## src/rtl/amazons_pkg.sv

```systemverilog
// Shared codes for the turn arbiter: play modes, engine game-over codes,
// arbiter FSM states and the default per-turn tick budget.
package amazons_pkg;

  // Player mode as driven on p_num by Sys_ctrl.
  typedef enum logic [1:0] {
    MODE_HH     = 2'd0,  // human vs human
    MODE_HA     = 2'd1,  // human vs AI, AI plays side 1
    MODE_AA     = 2'd2,  // AI vs AI
    MODE_HA_ALT = 2'd3   // treated as MODE_HA
  } mode_e;

  // Engine game_over status.
  typedef enum logic [1:0] {
    GO_RUN       = 2'd0,
    GO_SIDE0_WON = 2'd1,
    GO_SIDE1_WON = 2'd2
  } game_over_e;

  typedef enum logic [2:0] {
    ST_IDLE,
    ST_TURN,
    ST_WAIT_OP,
    ST_ISSUE,
    ST_PAUSED,
    ST_OVER
  } state_e;

  // 30 s at the 100 Hz tick.
  localparam int unsigned TURN_TICKS_DEF = 3000;

  // True when the given side is played by the AI in the given mode.
  function automatic logic is_ai(input logic [1:0] mode, input logic side);
    case (mode_e'(mode))
      MODE_HH: is_ai = 1'b0;
      MODE_AA: is_ai = 1'b1;
      default: is_ai = side;
    endcase
  endfunction

endpackage

```

## src/rtl/turn_timer.sv

```systemverilog
// Per-turn down-counter: load to LOAD_VAL, decrement on dec, saturate at 0.
// expire is high when the count is already 0 or reaches 0 this cycle.
module turn_timer #(
  parameter int unsigned LOAD_VAL = 3000,
  parameter int unsigned TW       = 12
) (
  input  logic          clk,
  input  logic          rst_n,
  input  logic          load,
  input  logic          dec,
  output logic [TW-1:0] count,
  output logic          expire
);

  localparam logic [TW-1:0] LOAD_W = TW'(LOAD_VAL);

  logic [TW-1:0] count_q, count_d;

  // Next count: load wins over decrement; no wrap below zero.
  always_comb begin
    count_d = count_q;
    if (load) begin
      count_d = LOAD_W;
    end else if (dec && (count_q != '0)) begin
      count_d = count_q - TW'(1);
    end
  end

  // Count register.
  always_ff @(posedge clk or negedge rst_n) begin
    if (!rst_n) begin
      count_q <= LOAD_W;
    end else begin
      count_q <= count_d;
    end
  end

  assign count  = count_q;
  assign expire = (count_q == '0) || (dec && (count_q == TW'(1)));

endmodule

```

## src/rtl/turn_arbiter.sv

```systemverilog
// Turn arbiter: grants the board engine to whichever side owns the turn,
// starts the AI on its turns, flips sides on turn completion, enforces the
// per-turn time limit and handles pause and game over.
module turn_arbiter
  import amazons_pkg::*;
#(
  parameter int unsigned TURN_TICKS = TURN_TICKS_DEF,
  parameter int unsigned TW         = 12
) (
  input  logic          clk,
  input  logic          rst,
  input  logic          start,
  input  logic [1:0]    p_num,
  input  logic          hang,
  input  logic [1:0]    game_over,
  input  logic          tick,
  input  logic          hum_vld,
  input  logic [2:0]    hum_od,
  input  logic          ai_vld,
  input  logic [2:0]    ai_od,
  output logic          ai_rdy,
  output logic          ai_work,
  output logic          eng_vld,
  output logic [2:0]    eng_od,
  input  logic          eng_rdy,
  input  logic          turn_done,
  output logic          side,
  output logic [TW-1:0] time_left,
  output logic [1:0]    forfeit,
  output logic          hum_drop
);

  state_e     state_q, state_d;
  logic       side_q, side_d;
  logic [1:0] forfeit_q, forfeit_d;
  logic       eng_vld_q, eng_vld_d;
  logic [2:0] eng_od_q, eng_od_d;
  logic       ai_work_q, ai_work_d;

  logic owner_ai;
  logic hum_take;
  logic tmr_load;
  logic tmr_dec;
  logic tmr_expire;
  logic tmr_run_state;

  assign owner_ai      = is_ai(p_num, side_q);
  assign tmr_run_state = (state_q == ST_TURN) || (state_q == ST_WAIT_OP) ||
                         (state_q == ST_ISSUE);
  // A turn_done accepted in WAIT_OP reloads instead of decrementing, so a
  // coincident final tick can never be seen as an expiry.
  assign tmr_dec = tick && !start && tmr_run_state &&
                   !((state_q == ST_WAIT_OP) && turn_done);

  turn_timer #(
    .LOAD_VAL (TURN_TICKS),
    .TW       (TW)
  ) u_timer (
    .clk    (clk),
    .rst_n  (rst),
    .load   (tmr_load),
    .dec    (tmr_dec),
    .count  (time_left),
    .expire (tmr_expire)
  );

  // Next-state, op latching and handshake outputs.
  always_comb begin
    state_d   = state_q;
    side_d    = side_q;
    forfeit_d = forfeit_q;
    eng_vld_d = eng_vld_q;
    eng_od_d  = eng_od_q;
    ai_work_d = 1'b0;
    tmr_load  = 1'b0;
    ai_rdy    = 1'b0;
    hum_take  = 1'b0;

    if (start) begin
      state_d   = ST_TURN;
      side_d    = 1'b0;
      forfeit_d = '0;
      eng_vld_d = 1'b0;
      tmr_load  = 1'b1;
    end else begin
      case (state_q)
        ST_IDLE: ;
        ST_TURN: begin
          ai_work_d = owner_ai;
          state_d   = ST_WAIT_OP;
        end
        ST_WAIT_OP: begin
          if (game_over != GO_RUN) begin
            state_d = ST_OVER;
          end else if (tmr_expire) begin
            forfeit_d[side_q] = 1'b1;
            state_d           = ST_OVER;
          end else if (turn_done) begin
            side_d   = ~side_q;
            tmr_load = 1'b1;
            state_d  = ST_TURN;
          end else if (hang) begin
            state_d = ST_PAUSED;
          end else if (owner_ai && ai_vld) begin
            ai_rdy    = 1'b1;
            eng_od_d  = ai_od;
            eng_vld_d = 1'b1;
            state_d   = ST_ISSUE;
          end else if (!owner_ai && hum_vld) begin
            hum_take  = 1'b1;
            eng_od_d  = hum_od;
            eng_vld_d = 1'b1;
            state_d   = ST_ISSUE;
          end
        end
        ST_ISSUE: begin
          if (eng_rdy) begin
            eng_vld_d = 1'b0;
            state_d   = ST_WAIT_OP;
          end
        end
        ST_PAUSED: begin
          if (!hang) begin
            state_d = ST_WAIT_OP;
          end
        end
        ST_OVER: ;
        default: state_d = ST_IDLE;
      endcase
    end
  end

  // Arbiter state registers.
  always_ff @(posedge clk or negedge rst) begin
    if (!rst) begin
      state_q   <= ST_IDLE;
      side_q    <= 1'b0;
      forfeit_q <= '0;
      eng_vld_q <= 1'b0;
      eng_od_q  <= '0;
      ai_work_q <= 1'b0;
    end else begin
      state_q   <= state_d;
      side_q    <= side_d;
      forfeit_q <= forfeit_d;
      eng_vld_q <= eng_vld_d;
      eng_od_q  <= eng_od_d;
      ai_work_q <= ai_work_d;
    end
  end

  assign ai_work  = ai_work_q;
  assign eng_vld  = eng_vld_q;
  assign eng_od   = eng_od_q;
  assign side     = side_q;
  assign forfeit  = forfeit_q;
  assign hum_drop = hum_vld && (state_q != ST_IDLE) && !hum_take;

endmodule

```

## config.mk

```make
export PLATFORM = sky130hd
export DESIGN_NAME = turn_arbiter
export DESIGN_NICKNAME = d
export VERILOG_FILES = /design/src/rtl/amazons_pkg.sv /design/src/rtl/turn_timer.sv /design/src/rtl/turn_arbiter.sv
export SDC_FILE = /design/constraint.sdc
export NUM_CORES = 1
export LEC_CHECK = 0
export CAP_MARGIN = 20
export CORE_ASPECT_RATIO = 1.1
export CORE_UTILIZATION = 47
export CTS_BUF_LIST = sky130_fd_sc_hd__clkbuf_16
export CTS_CLUSTER_DIAMETER = 30
export DETAILED_ROUTE_END_ITERATION = 6
export MAX_ROUTING_LAYER = met4
export PLACE_DENSITY = 0.79
export SLEW_MARGIN = 10
export SYNTH_ARGS = -nofsm -noshare
export SYNTH_HDL_FRONTEND = slang
export SYNTH_SLANG_ARGS = --single-unit
```

## constraint.sdc

```tcl
create_clock -name clk -period 2.4 [get_ports clk]
set_clock_uncertainty 0.2 [all_clocks]
set_input_delay 0.36 -clock clk [delete_from_list [all_inputs] [get_ports clk]]
set_output_delay 0.36 -clock clk [all_outputs]
set_load 0.01 [all_outputs]
```

==> results of run 1 <==
-- critical path, delay by kind of cell, from the launching register on --
family | cells | cell delay [ns]
compound gates | 2 | 0.46
buf+inv | 1 | 0.12
flops | 1 | 0.37
simple gates | 2 | 0.69
-- registers in the layout (all words and copies together) (netlist names) --
| register | count |
|---|---|
| forfeit | 2 |
| ai_work | 1 |
| u_timer.count | 12 |
| side | 1 |
| eng_od | 3 |
| eng_vld | 1 |
| state_q | 3 |
-- per-stage QoR --
| step | cell area (sq um) | util, % |
|---|---|---|
| after detailed placement | 2079 | 74.20 |
| after CTS | 2213 | 78.97 |
| final | 2280 | 81.34 |
| after global placement | 2079 | 74.20 |
| after floorplan | 1403 | - |
| after global routing | 2280 | 81.34 |
-- what timing repair did --
action / 4_1_cts / 5_1_grt
endpoints found under the setup margin: 2 / 3
gates resized for setup: 14 / 5
pin swaps: 5 / 5
buffers inserted: 7 / 4
-- power by group --
group / internal, mW / leakage, nW / total, mW / switching, mW
combinational: 0.130 / 0.591 / 0.252 / 0.122
clock: 0.223 / 0.0423 / 0.361 / 0.139
sequential: 0.404 / 0.291 / 0.416 / 0.0122
total: 0.756 / 0.924 / 1.03 / 0.273
-- metal layers --
| layer | track usage (%) | up-vias | share of wire, % |
|---|---|---|---|
| met2 | 47.62 | 81 | 53 |
| met5 | - | - | 0 |
| met3 | 4.872 | 12 | 5.8 |
| met1 | 29.17 | 739 | 38 |
| li1 | - | 675 | - |
| met4 | 11.72 | 0 | 2.4 |
-- layout make-up --
| cell class | instances | area share [%] |
|---|---|---|
| sequential | 23 | 25.63 |
| tap | 33 | 1.811 |
| clock inverter | 1 | 0.1647 |
| multi-input combinational | 107 | 36.50 |
| clock buffer | 3 | 3.293 |
| inverter | 5 | 0.8233 |
| timing repair buffer | 84 | 31.78 |
-- synthesized netlist by cell type (all sizes together) (2+ instances only) --
library cell / n
nor2: 19
dfrtp: 16
nand2: 9
xnor2: 9
nor4: 8
dfstp: 7
mux2: 7
inv: 5
nand2b: 4
nor2b: 4
o21ai: 4
or2: 4
a211oi: 3
a21oi: 3
a31oi: 3
ha: 3
or3: 3
or4: 3
a31o: 2
clkbuf: 2
mux2i: 2
nand3: 2
nor3: 2
nor3b: 2
nor4b: 2
o211ai: 2
-- final timing paths --
path	to	depth (start not counted)	from
worst max-delay path	hum_drop	5	u_timer.count[7]
worst min-delay path	u_timer.count[2]	2	rst
worst max register to register	state_q[1]	11	state_q[1]
worst min register to register	eng_od[1]	1	eng_od[1]
max in group asynchronous	u_timer.count[3]	2	rst
min in group clk	eng_od[1]	1	eng_od[1]
-- cell families (layout without fill, tap and decap cells) --
logic type / Yosys count / in the layout / share of synthesized area [%]
and+or+nand+nor: 62 / 62 / 27.30
adders and majority gates: 3 / 3 / 2.676
muxes: 9 / 9 / 7.047
DFF: 23 / 23 / 41.66
buffers and inverters: 8 / 93 / 2.230
AOI/OAI and AO/OA: 24 / 24 / 13.47
xor gates and xnor gates: 9 / 9 / 5.620
==> reports/results.tsv, run 1 <==
stage	metric	value	unit
timing	max_freq	408.3	MHz
logic_synthesis	synth_area_leaders	dfrtp_1 29%, dfstp_2 13%, xnor2_1 5.6%, nor2_1 4.8%, mux2_2 4.0%	
setup_path	cp.arrival	1.89	ns
timing	period_needed	2.449	ns
timing	tns	-0.04895	ns
grt	grt_util_all_layers	27.13	%
clock_tree	cts_buffers	3	
grt	grt_pass1_wl	6030	um
layout	fin_cells	256	
routing	first_pass_iters	4	
die	ios	41	
routing	drt_iter0_markers	52	
logic_synthesis	synth_area	1403	sq um
placement	place_inst	241	
setup_path	max_stage_delay	0.54	ns
logic_synthesis	synth_top_flop_cell	dfrtp_1	
layout	antennaDiodeCount	0	
timing	layout_worst_path_cycle_share	102.0	%
layout	final_common_cell	buf_4	
setup_path	critPathKind	reg -> out	
flow_run	drv_cap	0	
setup_path	end_kind	primary output	
setup_path	required	1.84	ns
clock_tree	clk_pin_slew	0.06	ns
setup_path	crit_slowest_cell	or4_4	
timing	worst_pin_slew	0.3671	ns
die	row_count	20	
pwr	p_leak	0.9242	nW
logic_synthesis	syn-instance-count	138	
pwr	ir_worst_vdd	0.0003842	V
setup_path	cp_cell_sequence	or4_4, a211o_1, nand2b_1, o311a_1, buf_2	
logic_synthesis	synthDistinctLibCells	43	
logic_synthesis	synth-seq-area-share	41.66	%
setup_path	cp_max_fo	3	
die	core_area	2803	sq um
placement	io_buffer_count	40	
logic_synthesis	ys_ff_latch	23	
timing	relSlewSlack	75.43	%
timing	report.final.slew_viol_count	0	
routing	routed-via-count	1507	
grt	grt_max_degree	24	
placement	hpwl	2776	um
layout	drive_gt1_share	35.43	%
hold_path	hp-class	in -> async	
die	dieArea	3207	sq um
grt	overflow	0	
die	start_util	50.04	%
routing	wl_per_cell	17.13	um
logic_synthesis	synth_top_area_cell	dfrtp_1	
placement	dp_slack	-0.5727	ns
clock_tree	htreeDepth	1	
layout	multi_input_area	832.0	sq um
layout	layout_common_cells	43 x buf_4, 35 x clkdlybuf4s50_1, 18 x nor2_1	
layout	syn_to_final_growth	62.53	%
clock_tree	clock_sinks	23	
clock_tree	cts_hold_buf	0	
grt	antenna_found_initial	0	
placement	place.gp.congestion	0.9490	
die	die_h	59.30	um
routing	vias_per_cell	5.887	
clock_tree	clock-root-buffer	clkbuf_16	
logic_synthesis	async_flop_share	100.0	%
timing	rsz0062_at_grt	true	
clock_tree	cts_tree	built	
logic_synthesis	synth_edf_count	0	
setup_path	rrSetupSlack	0	ns
clock_tree	clk_path_buf_depth	2	
pwr	total_power	1.029	mW
timing	setup_viol	1	
grt	grt_pass1_vias	1373	
clock_tree	clock_latency	0.26	ns
logic_synthesis	synth_top_cell_area_share	28.55	%
layout	regArea	584.3	sq um
timing	timing.final.ws_setup	-0.04895	ns
status	violations	negative setup slack	
logic_synthesis	synth.avg_cell_area	10.16	sq um
pwr	powerDensity	451.4	nW/um^2
layout	final_nets	246	
routing	drc	0	
layout	fillers	162	
routing	antenna_left	0	
routing	wl	4384	um
logic_synthesis	synth_nets	160	
die	die-width	54.09	um
logic_synthesis	yosysWarnings	0	
status	status	finished with violations	
timing	finalHoldViolCount	0	
timing	holdWs	0.2657	ns
setup_path	crit_path_start_kind	flop	
Power figures use the tool's default switching activity.
==> run 2, diff against run 1 <==
--- a/config.mk
+++ b/config.mk
@@ -5,6 +5,7 @@
 export SDC_FILE = /design/constraint.sdc
 export NUM_CORES = 1
 export LEC_CHECK = 0
+export ABC_CLOCK_PERIOD_IN_PS = 2400
 export CAP_MARGIN = 20
 export CORE_ASPECT_RATIO = 1.1
 export CORE_UTILIZATION = 47
==> results of run 2 <==
Final layout, timing and power as in run 1 (identical DEF).
